### src/rtl/pc_pkg.sv
// ---------------------------------------------------------------------------
// pc_pkg : shared types and constants for the fetch-address sequencer
// rev 1.0
// ---------------------------------------------------------------------------
`default_nettype none

package pc_pkg;

  localparam int INSTR_BYTES = 4;

  // Encoded in ascending priority so sources can be compared by magnitude.
  typedef enum logic [2:0] {
    SRC_SEQ  = 3'd0,
    SRC_JMP  = 3'd1,
    SRC_BR   = 3'd2,
    SRC_JR   = 3'd3,
    SRC_ERET = 3'd4,
    SRC_EXC  = 3'd5
  } src_e;

  typedef enum logic [1:0] {
    ST_RUN         = 2'd0,
    ST_STALL_EMPTY = 2'd1,
    ST_STALL_PEND  = 2'd2,
    ST_DRAIN       = 2'd3
  } state_e;

endpackage

`default_nettype wire

### src/rtl/pc_target_calc.sv
// ---------------------------------------------------------------------------
// pc_target_calc : combinational next-PC candidate targets
// rev 1.0
// ---------------------------------------------------------------------------
`default_nettype none

module pc_target_calc
  import pc_pkg::*;
#(
  parameter int ADDR_W = 32
) (
  input  logic [ADDR_W-1:0] pc,
  input  logic [ADDR_W-1:0] branch_offset,
  input  logic [25:0]       jump_index,
  input  logic [ADDR_W-1:0] jump_reg_target,
  output logic [ADDR_W-1:0] seq,
  output logic [ADDR_W-1:0] br,
  output logic [ADDR_W-1:0] jmp,
  output logic [ADDR_W-1:0] jr,
  output logic              align_err_next
);

  assign seq = pc + ADDR_W'(INSTR_BYTES);
  assign br  = seq + (branch_offset << 2);
  // Jump region comes from the delay-slot address, not the jump itself.
  assign jmp = {seq[ADDR_W-1:28], jump_index, 2'b00};
  assign jr  = {jump_reg_target[ADDR_W-1:2], 2'b00};

  assign align_err_next = |jump_reg_target[1:0];

endmodule

`default_nettype wire

### src/rtl/pc_sequencer.sv
// ---------------------------------------------------------------------------
// pc_sequencer : architectural PC, EPC, stall FSM and pending-redirect buffer
// rev 1.0
// ---------------------------------------------------------------------------
`default_nettype none

module pc_sequencer
  import pc_pkg::*;
#(
  parameter int              ADDR_W       = 32,
  parameter logic [ADDR_W-1:0] RESET_VECTOR = '0,
  parameter logic [ADDR_W-1:0] EXC_VECTOR   = ADDR_W'(32'h0000_0180)
) (
  input  logic              clk,
  input  logic              reset,
  input  logic              stall,
  input  logic              branch,
  input  logic              alu_zero,
  input  logic [ADDR_W-1:0] branch_offset,
  input  logic              jump,
  input  logic [25:0]       jump_index,
  input  logic              jump_reg,
  input  logic [ADDR_W-1:0] jump_reg_target,
  input  logic              exception,
  input  logic              eret,
  output logic [ADDR_W-1:0] pc,
  output logic [ADDR_W-1:0] pc_plus4,
  output logic [ADDR_W-1:0] epc,
  output logic              redirect_pending,
  output logic              align_err
);

  logic [ADDR_W-1:0] seq, br, jmp, jr;
  logic              align_err_next;

  state_e            state, state_next;
  src_e              live_src, pend_src;
  logic [ADDR_W-1:0] live_target, pend_target, pc_next;
  logic              buf_we, buf_clr, epc_we, keep_eret;

  pc_target_calc #(.ADDR_W(ADDR_W)) u_calc (
    .pc              (pc),
    .branch_offset   (branch_offset),
    .jump_index      (jump_index),
    .jump_reg_target (jump_reg_target),
    .seq             (seq),
    .br              (br),
    .jmp             (jmp),
    .jr              (jr),
    .align_err_next  (align_err_next)
  );

  assign pc_plus4         = seq;
  assign redirect_pending = (state == ST_STALL_PEND);

  always_comb begin
    live_src    = SRC_SEQ;
    live_target = seq;
    if (exception) begin
      live_src    = SRC_EXC;
      live_target = EXC_VECTOR;
    end else if (eret) begin
      live_src    = SRC_ERET;
      live_target = epc;
    end else if (jump_reg) begin
      live_src    = SRC_JR;
      live_target = jr;
    end else if (branch && alu_zero) begin
      live_src    = SRC_BR;
      live_target = br;
    end else if (jump) begin
      live_src    = SRC_JMP;
      live_target = jmp;
    end
  end

  // A buffered eret may only be displaced by another eret.
  assign keep_eret = (state == ST_STALL_PEND) && (pend_src == SRC_ERET)
                     && (live_src < SRC_ERET);

  always_comb begin
    state_next = state;
    pc_next    = pc;
    buf_we     = 1'b0;
    buf_clr    = 1'b0;
    epc_we     = 1'b0;
    if (exception) begin
      pc_next    = EXC_VECTOR;
      epc_we     = 1'b1;
      buf_clr    = 1'b1;
      state_next = ST_RUN;
    end else if (stall) begin
      if (live_src != SRC_SEQ && !keep_eret) begin
        buf_we     = 1'b1;
        state_next = ST_STALL_PEND;
      end else if (state != ST_STALL_PEND) begin
        state_next = ST_STALL_EMPTY;
      end
    end else if (state == ST_STALL_PEND) begin
      pc_next    = pend_target;
      buf_clr    = 1'b1;
      state_next = ST_DRAIN;
    end else begin
      pc_next    = live_target;
      state_next = ST_RUN;
    end
  end

  always_ff @(posedge clk) begin
    if (reset) state <= ST_RUN;
    else       state <= state_next;
  end

  always_ff @(posedge clk) begin
    if (reset) begin
      pc          <= RESET_VECTOR;
      epc         <= '0;
      pend_src    <= SRC_SEQ;
      pend_target <= '0;
      align_err   <= 1'b0;
    end else begin
      pc        <= pc_next;
      align_err <= jump_reg && !exception && align_err_next;
      if (epc_we) epc <= pc;
      if (buf_clr) begin
        pend_src    <= SRC_SEQ;
        pend_target <= '0;
      end else if (buf_we) begin
        pend_src    <= live_src;
        pend_target <= live_target;
      end
    end
  end

endmodule

`default_nettype wire

### config.mk
export PLATFORM = sky130hd
export DESIGN_NAME = pc_sequencer
export DESIGN_NICKNAME = d
export VERILOG_FILES = /design/src/rtl/pc_pkg.sv /design/src/rtl/pc_target_calc.sv /design/src/rtl/pc_sequencer.sv
export SDC_FILE = /design/constraint.sdc
export NUM_CORES = 1
export LEC_CHECK = 0
export CORE_MARGIN = 5
export CORE_UTILIZATION = 45
export CTS_BUF_LIST = sky130_fd_sc_hd__clkbuf_8
export DETAILED_ROUTE_END_ITERATION = 10
export PLACE_DENSITY_LB_ADDON = 0.25
export SKIP_LAST_GASP = 1
export SYNTH_ARGS = -nofsm -noshare
export SYNTH_HDL_FRONTEND = slang
export SYNTH_SLANG_ARGS = --single-unit
### constraint.sdc
create_clock -name clk -period 3.3 [get_ports clk]
set_input_delay 0.66 -clock clk [delete_from_list [all_inputs] [get_ports clk]]
set_output_delay 0.66 -clock clk [all_outputs]
set_load 0.01 [all_outputs]
==> impl_results.md, run 1 <==
- Clock Pin Slew Worst Setup and Hold Paths: about 90 ps
- Cell area after synthesis: approximately 7400 µm²
- Routability cong.: ~0.97
- Cell Count, Final, Fillers Out: about 1,600
- Main synth FF type: dfxtp_1
- Root Buffer: clkbuf_8
- Setup-failing EPs final: 35
- Violated checks: setup timing
- DRC: 0
- Total global-route track usage: 33.2%
- Detailed Route Iter0 Violations: about 1,300
- RSZ-0062 raised after global routing: true
- Post-Syn Area per Cell: between 7 and 8 µm²
- Main combinational cell family by area after synthesis: compound AO/OA/AOI/OAI gates
- Die height: roughly 140 µm
- Sequential area share after synthesis: roughly 28%
- Max FO, Critical Path: 6
- Rel. slew slack: 50.3%
- DRT antenna net count: 0
- Largest area contributor in the netlist: dfxtp_1
- Via Count: slightly below 10,000
- Initial antenna violation count: 0
- Slowest stage delay, CP: around 440 ps
- Yosys reg bits: about 100
- Asr flop ratio synth: 0%
- GRT overflow: 0
- Largest cells by area after synthesis: dfxtp_1, a21oi_1, nor2_1
- Worst EP required: approximately 3600 ps
- Drt first pass iters: 6
- Slew Viols, Final: 0
- Pwr dens: ~250 nW/µm²
- Distinct cell type count after synthesis: 73
- Clock Skews: 10.4 ps
- Yosys Warn Count: 0
- Final period demand of the worst path: about 3700 ps
- LEAKAGE: approximately 5.3 nW
- Die footprint: 19,100 µm²
- Area growth syn-to-layout: 71.5%
- Most frequent CP cell: buf_4
- Most common cell after layout, fill and taps aside: buf_4
- Synthesized net count: around 1,100
- Fmax: ~270 MHz
- Hold Crit Class: reg2reg
- Ant diodes: 0
- Post-layout net count: between 1,500 and 2,000
- HP Start: pend_target[11]$_SDFFE_PP0P_
- Post-DR wirelength/cell: roughly 22 µm
- IR drop worst, VDD: ~310 µV
- Final WS setup: -397 ps
- Crit-path cells: nand3_4, nor2_4, buf_4, a31oi_1, or2_2, ha_1, nand4_1, nor3_2, buf_4, a21o_1, o221ai_2, buf_4, nor3_4, a21oi_2, a2111oi_4, nor2_1, a211oi_1
- Clock Tree Buf Depth: 2
- Critical Path AT: ~4000 ps
- Hold Crit Depth: 2
- CP Capture Type: flip-flop
- Synth Area in XOR/XNOR: between 4 and 5%
- Most frequent cells in the layout: buf_4, clkdlybuf4s50_1, nor2_1, nand2_1, dfxtp_1
- Vias in the first global route: ~9,200
- Post-synthesis mux area share: 6.69%
- Period utilization: 112%
- Slowest CP cell: a2111oi_4
- Worst Reg-to-Reg Cells: 17
- Status: complete, but fails checks
- Post-synthesis compound-gate area fraction: 27.0%
- Core Area: between 15,000 and 20,000 µm²
- Startpoint Class: flip-flop
- DP HPWL: around 25 mm
- Least-Margin Pin Slew: between 700 and 800 ps
- Placed cell count: about 1,500
- IO Pins: ~200
- Clk sink count: between 100 and 150
- Initial Util: between 40% and 50%
- Hold Violations, Final: 0
- Hold path endpoint: pend_target[11]$_SDFFE_PP0P_
- Cell count after synthesis: about 1,000
- First-pass GRT wire length: around 52 mm
- Reg-to-Reg End: pend_target[31]$_SDFFE_PP0P_
- Max Cap Viol: 0
- Routed vias/inst: a little over 6
- IO Port Bufs: ~190
- Std-Cell Rows: between 40 and 50
- TritonCTS Buffers: 9
- Post-synthesis simple-gate area fraction: between 20% and 30%
- Drt total wl: between 30 and 40 mm
- Share of the synthesized area in the top cell type: between 20% and 30%
- Crit path kind: reg2reg
- Clock latency on the worst-skew pair: 370 ps
- EDFF count, synth: 0
- Final hold slack: around 460 ps
- R2R Setup Slk: -400 ps
- Die X: about 140 µm
- CTS tree: yes
- Reg2Reg Launch Point: pc[7]$_SDFFE_PP0P_
- Layout cell share with drive strength beyond 1: about 33%
- H-tree levels: 3
- Largest net degree at the start of global routing: 40
- Synth Area in Adders: slightly above 6%
- Post-route setup TNS: -6250 ps
metal layers:
metal	GRT usage, %	part of all wire [%]	vias to the layer above
met2	53.9	46	608
met1	45.4	42	4592
met5	0	0	-
li1	-	-	4362
met4	10.8	3.7	0
met3	5.21	8.4	113
what timing repair did:
item / in CTS / in global routing
setup buffers: 31 / 16
endpoints found under the hold margin: 0 / 0
pin swaps: 67 / 69
gates resized for setup: 98 / 72
setup endpoints to repair: 38 / 49
hold buffers: 0 / 0
registers in the layout, indices dropped and copies added, names as in the netlist:
signal / flops
epc: 32
pend_src: 3
pend_target: 32
align_err: 1
pc: 32
state: 2
cells by family after synthesis:
| logic type | Yosys count |
|---|---|
| AOI/OAI and AO/OA | 308 |
| xor gates and xnor gates | 40 |
| adders and majority gates | 36 |
| buffers and inverters | 83 |
| DFF | 102 |
| muxes | 49 |
| and+or+nand+nor | 356 |
per-stage QoR:
step	power [mW]	cell area, µm²	utilization, %	setup WS [ps]
final	3.21	12700	79.4	-397
after global placement	2.30	11300	70.5	-400
after global routing	3.32	12700	79.4	-558
after CTS	3.12	12300	76.6	-237
after floorplan	1.79	7720	-	-169
after detailed placement	2.31	11300	70.5	-500
cell usage after synthesis, drive strengths merged (24+ instances only):
cell type	count
a211oi	30
mux2i	45
dfxtp	102
xnor2	24
nor2	122
nor3	32
o21ai	53
clkbuf	46
ha	35
nand2	89
a21oi	100
nand3	30
how the worst max path moves through the flow:
stage	slack, ps	endpoint	from	cells past startpoint
2_1_floorplan	-170	pend_target[31]$_SDFFE_PP0P_	pc[8]$_SDFFE_PP0P_	16
3_3_place_gp	-400	pc[25]$_SDFFE_PP0N_	branch_offset[1]	12
3_5_place_dp	-500	pend_target[30]$_SDFFE_PP0P_	branch_offset[0]	14
4_1_cts	-240	pend_target[30]$_SDFFE_PP0P_	pc[11]$_SDFFE_PP0N_	17
5_1_grt	-560	pc[31]$_SDFFE_PP0N_	pc[7]$_SDFFE_PP0P_	17
6_report	-400	pend_target[31]$_SDFFE_PP0P_	pc[7]$_SDFFE_PP0P_	17
cell type report:
cell class | instances | area [µm²]
tap | 216 | 270
inverter | 20 | 75.1
clock buffer | 12 | 165
timing repair buffer | 453 | 3960
sequential | 102 | 2100
multi-input combinational | 789 | 6110
clock inverter | 4 | 20.0
fill | 1099 | 3300
critical path, delay by kind of cell (launching register included):
kind	cells	cell delay (ps)
AOI/OAI and AO/OA	6	1060
adders and majority gates	1	330
buffers and inverters	3	490
DFF	1	360
and+or+nand+nor	7	1380
where the power goes:
group	internal, mW	total [mW]	leakage, nW	switching (mW)
Clock	0.332	0.765	0.102	0.433
Sequential	1.26	1.28	0.840	0.0281
Combinational	0.563	1.16	4.40	0.601
Total	2.15	3.21	5.34	1.06
Power figures use the tool's default switching activity.
==> run 2: changes to the inputs <==
Settings changed: REMOVE_ABC_BUFFERS from default to 1.
==> run 2 against run 1 <==
  * Combinational power is 8% higher
  * Clock-buffer cell count is 3 lower
  * Sequential cell count stayed put
  * Critical endpoint unchanged
  * Design area is 2.7% higher
  * Largest power group unchanged
  * The flow still finishes with violations (setup timing)
==> impl_results.md, run 2 (synthesis gave the netlist of run 1 again) <==
- Status: complete, but fails checks
- Violated checks: setup timing
- Routability cong.: 0.967
- Final period demand of the worst path: around 3600 ps
- Initial Util: between 40% and 50%
- Clk sink count: between 100 and 150
- Setup-failing EPs final: 28
- Rel. slew slack: 51.1%
- Power, Total: ~3.2 mW
- Comb pwr share: between 30% and 40%
- Largest regs: epc: 32 flops, pc: 32 flops, pend_target: 32 flops
- DP HPWL: about 24 mm
- Post-place setup slack: -916 ps
- Drt total wl: 35.6 mm
- Via Count: 9,806
- Final hold slack: around 460 ps
- Max Cap Viol: 0
- Slew Viols, Final: 0
- Crit path kind: reg2reg
- Slowest CP cell: ha_2
- Sequential power share: roughly 40%
- Post-CTS Hold Buffers: 0
- IO Port Bufs: around 190
- Clock latency on the worst-skew pair: approximately 370 ps
- Worst EP required: 3590 ps
- Most frequent cells in the layout: buf_4, clkdlybuf4s50_1, nor2_1, dfxtp_1, nand2_1
- Layout filler cell count: 1,059
- Layout Utilization: between 80% and 90%
- Core Area: between 15,000 and 20,000 µm²
- Slowest stage delay, CP: around 420 ps
- Clock power frac: between 20% and 30%
- Pwr dens: between 200 and 250 nW/µm²
- Psw: between 1 and 1.5 mW
- Hold Crit Class: reg2reg
- Largest net degree at the start of global routing: 41
- Most frequent CP cell: buf_4
- Final WS setup: -321 ps
- Startpoint Class: flip-flop
- TritonCTS Buffers: 9
- Clock Pin Slew Worst Setup and Hold Paths: 100 ps
- Post-DR wirelength/cell: about 22 µm
- Fmax: about 280 MHz
- DRT antenna net count: 0
- IR drop worst, VDD: 232 µV
- Post-route cell area: about 13,000 µm²
- Switching share of power: between 30% and 40%
- Routed vias/inst: 6.09
- Ant diodes: 0
- CTS tree: yes
- Placement Cell Area: about 11,000 µm²
- Initial antenna violation count: 0
- Critical Path AT: just under 4000 ps
- Most common cell after layout, fill and taps aside: buf_4
- RSZ-0062 raised after global routing: true
- Max FO, Critical Path: 3
- DRC: 0
- Die height: approximately 140 µm
- Vias in the first global route: roughly 9,000
- GRT overflow: 0
- Post-layout net count: around 1,500
- CP Capture Type: flip-flop
- Least-Margin Pin Slew: 731 ps
- Drt first pass iters: 6
- LEAKAGE: between 5 and 6 nW
- IO Pins: between 150 and 200
- Die X: between 100 and 150 µm
- Root Buffer: clkbuf_8
- Total global-route track usage: between 30% and 40%
- Layout cell share with drive strength beyond 1: 36.0%
- Period utilization: 110%
- Hold Violations, Final: 0
- Die footprint: around 19,000 µm²
- H-tree levels: 3
- Crit-path cells: nand3_2, buf_4, buf_4, nor2_2, nand2_1, xnor2_2, ha_2, buf_4, buf_4, nand4_1, nor2_1, nand4_1, a21oi_4, nand2b_4, nor3b_1, a2111oi_2, nor2_1, a211oi_1
- Clock Skews: ~11 ps
- Std-Cell Rows: between 40 and 50
- Detailed Route Iter0 Violations: around 1,300
- First-pass GRT wire length: about 51 mm
- Int Pwr: between 2 and 2.5 mW
- Area growth syn-to-layout: 76.1%
- Clock Tree Buf Depth: 2
## run 2: area by class of cell
class | count | area, µm² | share of cell area, %
repair buffers | 467 | 4130 | 31.7
clock buffers | 9 | 124 | 0.950
well taps | 216 | 270 | 2.07
flip-flops and latches | 102 | 2070 | 15.9
inverters | 20 | 75.1 | 0.576
clock inverters | 6 | 32.5 | 0.249
multi-input cells | 789 | 6340 | 48.6
## run 2: routing by layer
metal	GRT usage (%)	share of wire [%]	wire length, µm
met5	0	0	0
met4	10.5	3.2	1130
met3	5.41	9.6	3410
met2	53.4	48	17000
met1	44.0	39	14100
## run 2: timing repair
| action | 4_1_cts | 5_1_grt |
|---|---|---|
| pin swaps | 66 | 104 |
| setup endpoints to repair | 43 | 49 |
| gates cloned | 0 | 0 |
| resized for setup | 141 | 157 |
| setup buffers | 25 | 26 |
## run 2: power by group through the flow
stage                     Sequential, mW  Clock [mW]  Combinational, mW
after floorplan                     1.33           0              0.397
after global placement              1.31           0              0.996
after CTS                           1.29       0.690               1.08
after detailed placement            1.31           0               1.00
final                               1.29       0.689               1.25
after global routing                1.29       0.756               1.30
## run 2: final timing paths
path | start | end | slack [ps] | cells after the start
min | pend_target[5]$_SDFFE_PP0P_ | pend_target[5]$_SDFFE_PP0P_ | 460 | 2
min reg2reg | pend_target[5]$_SDFFE_PP0P_ | pend_target[5]$_SDFFE_PP0P_ | 460 | 2
max reg2reg | pc[14]$_SDFFE_PP0N_ | pend_target[31]$_SDFFE_PP0P_ | -320 | 18
max | pc[14]$_SDFFE_PP0N_ | pend_target[31]$_SDFFE_PP0P_ | -320 | 18
## run 2: stage by stage
step                      TNS, ps  std cells
final                       -4460       1609
after global routing        -8640       1609
after CTS                   -2620       1590
after detailed placement   -18270       1552
after global placement     -17430       1552
after floorplan             -8530        911
## run 2: worst max-delay path: cells and delay by family, from the launching register on
kind / cells / cell delay [ps]
flip-flops: 1 / 350
buffers and inverters: 4 / 510
XOR/XNOR: 1 / 170
AND/OR/NAND/NOR: 9 / 1230
adder cells (fa/ha/maj): 1 / 420
AO/OA/AOI/OAI: 3 / 850
